**config.mk**
```make
export PLATFORM = sky130hd
export DESIGN_NAME = victim_writeback_buffer
export DESIGN_NICKNAME = d
export VERILOG_FILES = /design/src/rtl/vwb_pkg.sv /design/src/rtl/vwb_match_unit.sv /design/src/rtl/victim_writeback_buffer.sv
export SDC_FILE = /design/constraint.sdc
export NUM_CORES = 1
export LEC_CHECK = 0
export ABC_CLOCK_PERIOD_IN_PS = 28200
export CAP_MARGIN = 20
export CORE_ASPECT_RATIO = 1.75
export CORE_MARGIN = 1
export CORE_UTILIZATION = 60
export DETAILED_ROUTE_END_ITERATION = 10
export PLACE_DENSITY = 0.84
export SLEW_MARGIN = 20
export SYNTH_ARGS = -nofsm -noshare
export SYNTH_HDL_FRONTEND = slang
export SYNTH_SLANG_ARGS = --single-unit
```
**constraint.sdc**
```tcl
create_clock -name clk -period 28.2 [get_ports clk]
set_input_delay 5.64 -clock clk [delete_from_list [all_inputs] [get_ports clk]]
set_output_delay 5.64 -clock clk [all_outputs]
set_load 0.03 [all_outputs]
```
**src/rtl/vwb_pkg.sv**
```systemverilog
// rtl/vwb_pkg.sv - shared types and constants for the victim writeback buffer
`ifndef ADDR_WIDTH
`define ADDR_WIDTH 32
`endif
`ifndef DATA_WIDTH
`define DATA_WIDTH 32
`endif

package vwb_pkg;

  typedef enum logic {VWB_IDLE, VWB_SEND} vwb_state_t;

  localparam int VWB_ADDR_WIDTH         = `ADDR_WIDTH;
  localparam int VWB_DATA_WIDTH         = `DATA_WIDTH;
  localparam int VWB_BLOCK_OFFSET_WIDTH = 2;
  // Line address drops the word-in-line and byte-in-word bits.
  localparam int VWB_LINE_ADDR_WIDTH    = `ADDR_WIDTH - VWB_BLOCK_OFFSET_WIDTH - 2;

  function automatic int vwb_line_size(input int block_offset_width);
    return 1 << block_offset_width;
  endfunction

endpackage

```
**src/rtl/vwb_match_unit.sv**
```systemverilog
// rtl/vwb_match_unit.sv - DEPTH-way tag compare with youngest-first select
module vwb_match_unit #(
  parameter int DEPTH       = 4,
  parameter int DEPTH_WIDTH = 2,
  parameter int TAG_WIDTH   = 28
) (
  input  logic [DEPTH-1:0]           valid,
  input  logic [DEPTH*TAG_WIDTH-1:0] tags,
  input  logic [DEPTH_WIDTH-1:0]     oldest,
  input  logic [TAG_WIDTH-1:0]       addr,
  output logic                       hit,
  output logic [DEPTH_WIDTH-1:0]     idx
);

  logic [DEPTH_WIDTH-1:0] slot;

  // Walk slots from the oldest position towards the youngest; later hits override earlier ones.
  always_comb begin
    hit  = 1'b0;
    idx  = '0;
    slot = '0;
    for (int k = 0; k < DEPTH; k++) begin
      slot = oldest + DEPTH_WIDTH'(k);
      if (valid[slot] && (tags[int'(slot)*TAG_WIDTH +: TAG_WIDTH] == addr)) begin
        hit = 1'b1;
        idx = slot;
      end
    end
  end

endmodule

```
**src/rtl/victim_writeback_buffer.sv**
```systemverilog
// rtl/victim_writeback_buffer.sv - dirty line FIFO draining word-serial bursts to memory
module victim_writeback_buffer
  import vwb_pkg::*;
#(
  parameter int BLOCK_OFFSET_WIDTH = VWB_BLOCK_OFFSET_WIDTH,
  parameter int DEPTH              = 4,
  parameter int DEPTH_WIDTH        = 2
) (
  input  logic                                               clk,
  input  logic                                               rst_n,
  input  logic                                               i_push,
  input  logic [`ADDR_WIDTH-BLOCK_OFFSET_WIDTH-3:0]          i_push_addr,
  input  logic [`DATA_WIDTH*(1<<BLOCK_OFFSET_WIDTH)-1:0]     i_push_data,
  output logic                                               o_full,
  output logic                                               o_empty,
  input  logic [`ADDR_WIDTH-BLOCK_OFFSET_WIDTH-3:0]          i_snoop_addr,
  output logic                                               o_snoop_hit,
  output logic [`DATA_WIDTH*(1<<BLOCK_OFFSET_WIDTH)-1:0]     o_snoop_data,
  output logic                                               o_mem_valid,
  output logic [`ADDR_WIDTH-1:0]                             o_mem_addr,
  output logic [`DATA_WIDTH-1:0]                             o_mem_data,
  output logic                                               o_mem_last,
  input  logic                                               i_mem_ready
);

  localparam int LINE_SIZE = vwb_line_size(BLOCK_OFFSET_WIDTH);
  localparam int LAW       = `ADDR_WIDTH - BLOCK_OFFSET_WIDTH - 2;
  localparam int DW        = `DATA_WIDTH;
  localparam int LINE_W    = DW * LINE_SIZE;

  logic [DEPTH-1:0]              valid_q;
  logic [LAW-1:0]                addr_q [DEPTH];
  logic [LINE_W-1:0]             data_q [DEPTH];
  logic [DEPTH_WIDTH-1:0]        head_q, tail_q;
  logic [DEPTH_WIDTH:0]          count_q, count_next;
  logic [BLOCK_OFFSET_WIDTH-1:0] beat_q;
  vwb_state_t                    state_q, state_next;

  logic [DEPTH*LAW-1:0]   tags_flat;
  logic [DEPTH-1:0]       head_onehot, coal_valid;
  logic                   snoop_hit, coal_hit;
  logic [DEPTH_WIDTH-1:0] snoop_idx, coal_idx;
  logic                   beat_last, mem_fire, do_pop, do_append, do_coalesce;

  // Flatten tags for the match units; hide the in-flight head from coalescing so its burst stays intact.
  always_comb begin
    tags_flat   = '0;
    head_onehot = '0;
    for (int i = 0; i < DEPTH; i++) begin
      tags_flat[i*LAW +: LAW] = addr_q[i];
      head_onehot[i]          = (head_q == DEPTH_WIDTH'(i));
    end
    coal_valid = valid_q & ~((state_q == VWB_SEND) ? head_onehot : '0);
  end

  vwb_match_unit #(.DEPTH(DEPTH), .DEPTH_WIDTH(DEPTH_WIDTH), .TAG_WIDTH(LAW)) u_snoop_match (
    .valid (valid_q),
    .tags  (tags_flat),
    .oldest(tail_q),
    .addr  (i_snoop_addr),
    .hit   (snoop_hit),
    .idx   (snoop_idx)
  );

  vwb_match_unit #(.DEPTH(DEPTH), .DEPTH_WIDTH(DEPTH_WIDTH), .TAG_WIDTH(LAW)) u_coal_match (
    .valid (coal_valid),
    .tags  (tags_flat),
    .oldest(tail_q),
    .addr  (i_push_addr),
    .hit   (coal_hit),
    .idx   (coal_idx)
  );

  assign o_snoop_hit  = snoop_hit;
  assign o_snoop_data = snoop_hit ? data_q[snoop_idx] : '0;

  assign o_full      = (count_q == (DEPTH_WIDTH+1)'(DEPTH));
  assign o_empty     = (count_q == '0) && (state_q == VWB_IDLE);
  assign beat_last   = (beat_q == BLOCK_OFFSET_WIDTH'(LINE_SIZE-1));
  assign o_mem_valid = (state_q == VWB_SEND);
  assign o_mem_last  = o_mem_valid && beat_last;
  assign o_mem_addr  = {addr_q[head_q], beat_q, 2'b00};
  assign o_mem_data  = data_q[head_q][int'(beat_q)*DW +: DW];

  assign mem_fire    = o_mem_valid && i_mem_ready;
  assign do_pop      = mem_fire && beat_last;
  assign do_coalesce = i_push && coal_hit;
  assign do_append   = i_push && !coal_hit && !o_full;
  assign count_next  = count_q + (DEPTH_WIDTH+1)'(do_append) - (DEPTH_WIDTH+1)'(do_pop);

  // Next-state: start a burst whenever lines are queued; leave SEND only when the last line pops.
  always_comb begin
    state_next = state_q;
    case (state_q)
      VWB_IDLE: if (count_q != '0) state_next = VWB_SEND;
      VWB_SEND: if (do_pop && (count_next == '0)) state_next = VWB_IDLE;
      default:  state_next = VWB_IDLE;
    endcase
  end

  // Control state: FSM, beat counter, pointers, occupancy and entry valid bits.
  always_ff @(posedge clk) begin
    if (!rst_n) begin
      state_q <= VWB_IDLE;
      beat_q  <= '0;
      head_q  <= '0;
      tail_q  <= '0;
      count_q <= '0;
      valid_q <= '0;
    end else begin
      state_q <= state_next;
      count_q <= count_next;
      if (mem_fire) beat_q <= beat_last ? '0 : beat_q + BLOCK_OFFSET_WIDTH'(1);
      if (do_pop) begin
        valid_q[head_q] <= 1'b0;
        head_q          <= head_q + DEPTH_WIDTH'(1);
      end
      if (do_append) begin
        valid_q[tail_q] <= 1'b1;
        tail_q          <= tail_q + DEPTH_WIDTH'(1);
      end
    end
  end

  // Line storage: append at tail, or overwrite a matching queued line in place.
  always_ff @(posedge clk) begin
    if (do_append) begin
      addr_q[tail_q] <= i_push_addr;
      data_q[tail_q] <= i_push_data;
    end else if (do_coalesce) begin
      data_q[coal_idx] <= i_push_data;
    end
  end

endmodule
```
==> metrics.md <==
| Metric | Value |
|---|---|
| Worst hold margin | `roughly 640 ps` |
| PwrDens | `approximately 70 nW/µm²` |
| Pre-Repair DR Iteration Count | `6` |
| Crit path launch type | `primary input` |
| Die Height | `322 µm` |
| Worst-Skew Late Latency | `~640 ps` |
| DP HPWL | `87500 µm` |
| Crit path kind | `in -> out` |
| Element type at the critical path end | `output pin` |
| Post-synth top area share | `0.535` |
| DR vias/cell | `between 7 and 8` |
| Synth Register Bits | `640` |
| Pin count of the biggest net entering global routing | `roughly 190` |
| Proportion of layout cells with a drive suffix above 1 | `0.231` |
| Placer congestion estimate | `1.10` |
| Fmax | `around 0.055 GHz` |
| Multi-input gate area | `approximately 15000 µm²` |
| Status | `finished, final reports clean` |
| Cell taking the most area after synthesis | `edfxtp_1` |
| Post-Synthesis Cell Area | `between 30000 and 40000 µm²` |
| Measured slew at the worst slew-check pin | `about 1300 ps` |
| Worst VDD drop | `between 70 and 80 µV` |
| CTS Buf Count | `57` |
| LEAKAGE | `about 13 nW` |
| Area grow syn2layout | `17.8%` |
| Worst-path maximum fanout | `56` |
| Top_reg_cell synth | `edfxtp_1` |
| Min Tclk post-route | `between 15000 and 20000 ps` |
| Final hold viol count | `0` |
| Worst EP arrival | `12660 ps` |
| Clock skew | `about 31 ps` |
| Register area share after synthesis | `0.544` |
| DR iter-0 viols | `2942` |
| Count of flip-flops with a built-in enable after synthesis | `624` |
| CTS H-tree lvls | `2` |
| CTS clk-pin slew, worst paths | `~60 ps` |
| FILL cells | `3613` |
| Initial Utilization | `0.610` |
| Clock Sinks | `640` |
| Count leader, synth | `edfxtp_1` |
| CTS tree | `yes` |
| Netlist cell types | `76` |
| DR WL/cell | `between 40 and 50 µm` |
| Total Neg Setup Slack | `0 ps` |
| Final nets | `between 2000 and 3000` |
| # DRC | `0` |
| Die width | `around 180 µm` |
| Syn avg cell area | `16.4 µm²` |
| Row cnt | `about 120` |
| Top cells by area, synth | `edfxtp_1, mux4_2, mux2_2` |
| CTS root buf | `clkbuf_16` |
| Post-synth ARST share | `0` |
| Setup bufs post-CTS | `0` |
| Final slew viol count | `0` |
| WL final | `~130000 µm` |
| PnR worst setup slack | `9900 ps` |
| RSZ-0062 raised after global routing | `false` |
| Hold crit path type | `reg -> reg` |
| Ys Warns | `0` |
| # setup viols final | `0` |
| Port Buffers | `382` |
| Grt total ovfl | `0` |
| Required time of the critical path | `roughly 23000 ps` |
| Final period utilization | `0.649` |
| I/O pins | `a little under 400` |
| FF/Latch Area | `between 15000 and 20000 µm²` |
| Antenna viol nets, final | `0` |
| Top cells by count, synth | `edfxtp_1, mux4_2, xnor2_1` |
| Die ar. | `approximately 60000 µm²` |
| Hold Buf Count CTS | `0` |
| Vias | `24525` |
| CTS max path bufs | `3` |
| Vias in the first global route | `about 25000` |
| First-pass GRT wire length | `184000 µm` |
| Initial antenna violation count | `27` |
| Max Cap Viol | `0` |
| Slew HR | `0.131` |
| Core ar. | `roughly 57000 µm²` |
| DP Worst Slack | `roughly 10000 ps` |
| Post-CTS Resized | `0` |
| Global Route Usage Sum | `0.450` |
| Cell count after synthesis | `around 2100` |
[registers in the layout, summed over array words and instances, names as in the netlist, named ones only]
register,cells
head_q,2
data_q,512
tail_q,2
count_q,3
valid_q,4
beat_q,2
o_mem_valid,1
addr_q,112
[final timing paths]
check | startpoint | endpoint | slack, ps | cells past startpoint
worst max-delay path | i_snoop_addr[14] | o_snoop_data[93] | 9900 | 13
worst min-delay path | count_q[0]$_SDFF_PN0_ | o_mem_valid$_SDFF_PN0_ | 640 | 2
worst max register to register | tail_q[0]$_SDFFE_PN0N_ | data_q[3][18]$_DFFE_PP_ | 18880 | 14
worst min register to register | count_q[0]$_SDFF_PN0_ | o_mem_valid$_SDFF_PN0_ | 640 | 2
[metal layers]
layer / share of wire / up-vias / track usage
met5: 0.0015 / - / 0
met3: 0.12 / 476 / 0.155
met1: 0.30 / 12419 / 0.489
met4: 0.098 / 30 / 0.361
met2: 0.48 / 1988 / 0.711
li1: - / 9612 / -
[where the power goes]
| group | internal (W) | switching (W) | leakage, nW |
|---|---|---|---|
| clock network | 0.000454 | 0.000358 | 0.927 |
| registers | 0.00115 | 0.0000605 | 5.86 |
| logic | 0.000328 | 0.000534 | 5.82 |
[critical path: stages]
cell             delay (ps)
clkdlybuf4s50_1         510
xnor2_1                 920
nand4_1                 470
nor4b_1                 690
o211ai_1                250
a21oi_1                 440
nor2_4                   30
buf_4                   350
nor2_4                  960
buf_4                   680
buf_4                   650
a221o_1                 340
clkdlybuf4s50_1         690
[cells in the final DEF, fill, tap and decap left out, types with 6 or more instances in the layout]
cell,count
edfxtp_1,624
clkdlybuf4s50_1,382
mux4_2,270
xnor2_1,133
mux2_2,130
nor4b_1,128
a221o_1,128
mux2i_1,91
clkbuf_16,57
xor2_1,55
buf_4,41
nand4_1,32
nand2_1,26
nor2_1,26
a21oi_1,19
o21ai_0,17
clkbuf_1,17
nor4_1,16
inv_1,16
diode_2,15
nand3_1,15
a21boi_0,11
nor3_1,11
a22oi_1,10
mux2_1,10
ha_1,10
dfxtp_1,10
xnor2_2,9
and2_1,9
clkinv_2,9
a221oi_1,8
bufinv_16,8
clkinv_1,6
o22ai_1,6
nand2b_1,6
nor2b_1,6
[final cells by class]
cell class | instances | share of cell area
Timing Repair Buffer | 426 | 0.101
Antenna cell | 15 | 0.000909
Inverter | 18 | 0.00164
Clock inverter | 30 | 0.00915
Sequential cell | 640 | 0.462
Multi-Input combinational cell | 1283 | 0.365
Clock buffer | 76 | 0.0368
Tap cell | 767 | 0.0232
[stage by stage]
step / area (µm²) / power (W) / std cells / util
6_report: 41300 / 0.00289 / 3255 / 0.718
5_1_grt: 41300 / 0.00294 / 3249 / 0.718
4_1_cts: 41100 / 0.00284 / 3239 / 0.716
3_5_place_dp: 39200 / 0.00204 / 3133 / 0.683
3_3_place_gp: 39200 / 0.00202 / 3133 / 0.683
2_1_floorplan: 35000 / 0.00171 / 2135 / -
[kinds of logic after synthesis]
family          Yosys count  share of synthesized area
other cells               1                   0.000107
fa+ha+maj                12                    0.00450
buf+inv                 212                     0.0311
compound gates          259                     0.0645
xor+xnor                199                     0.0497
mux                     505                      0.246
flops                   640                      0.544
simple gates            306                     0.0601
Note: power is estimated with default switching activity, not from simulation.
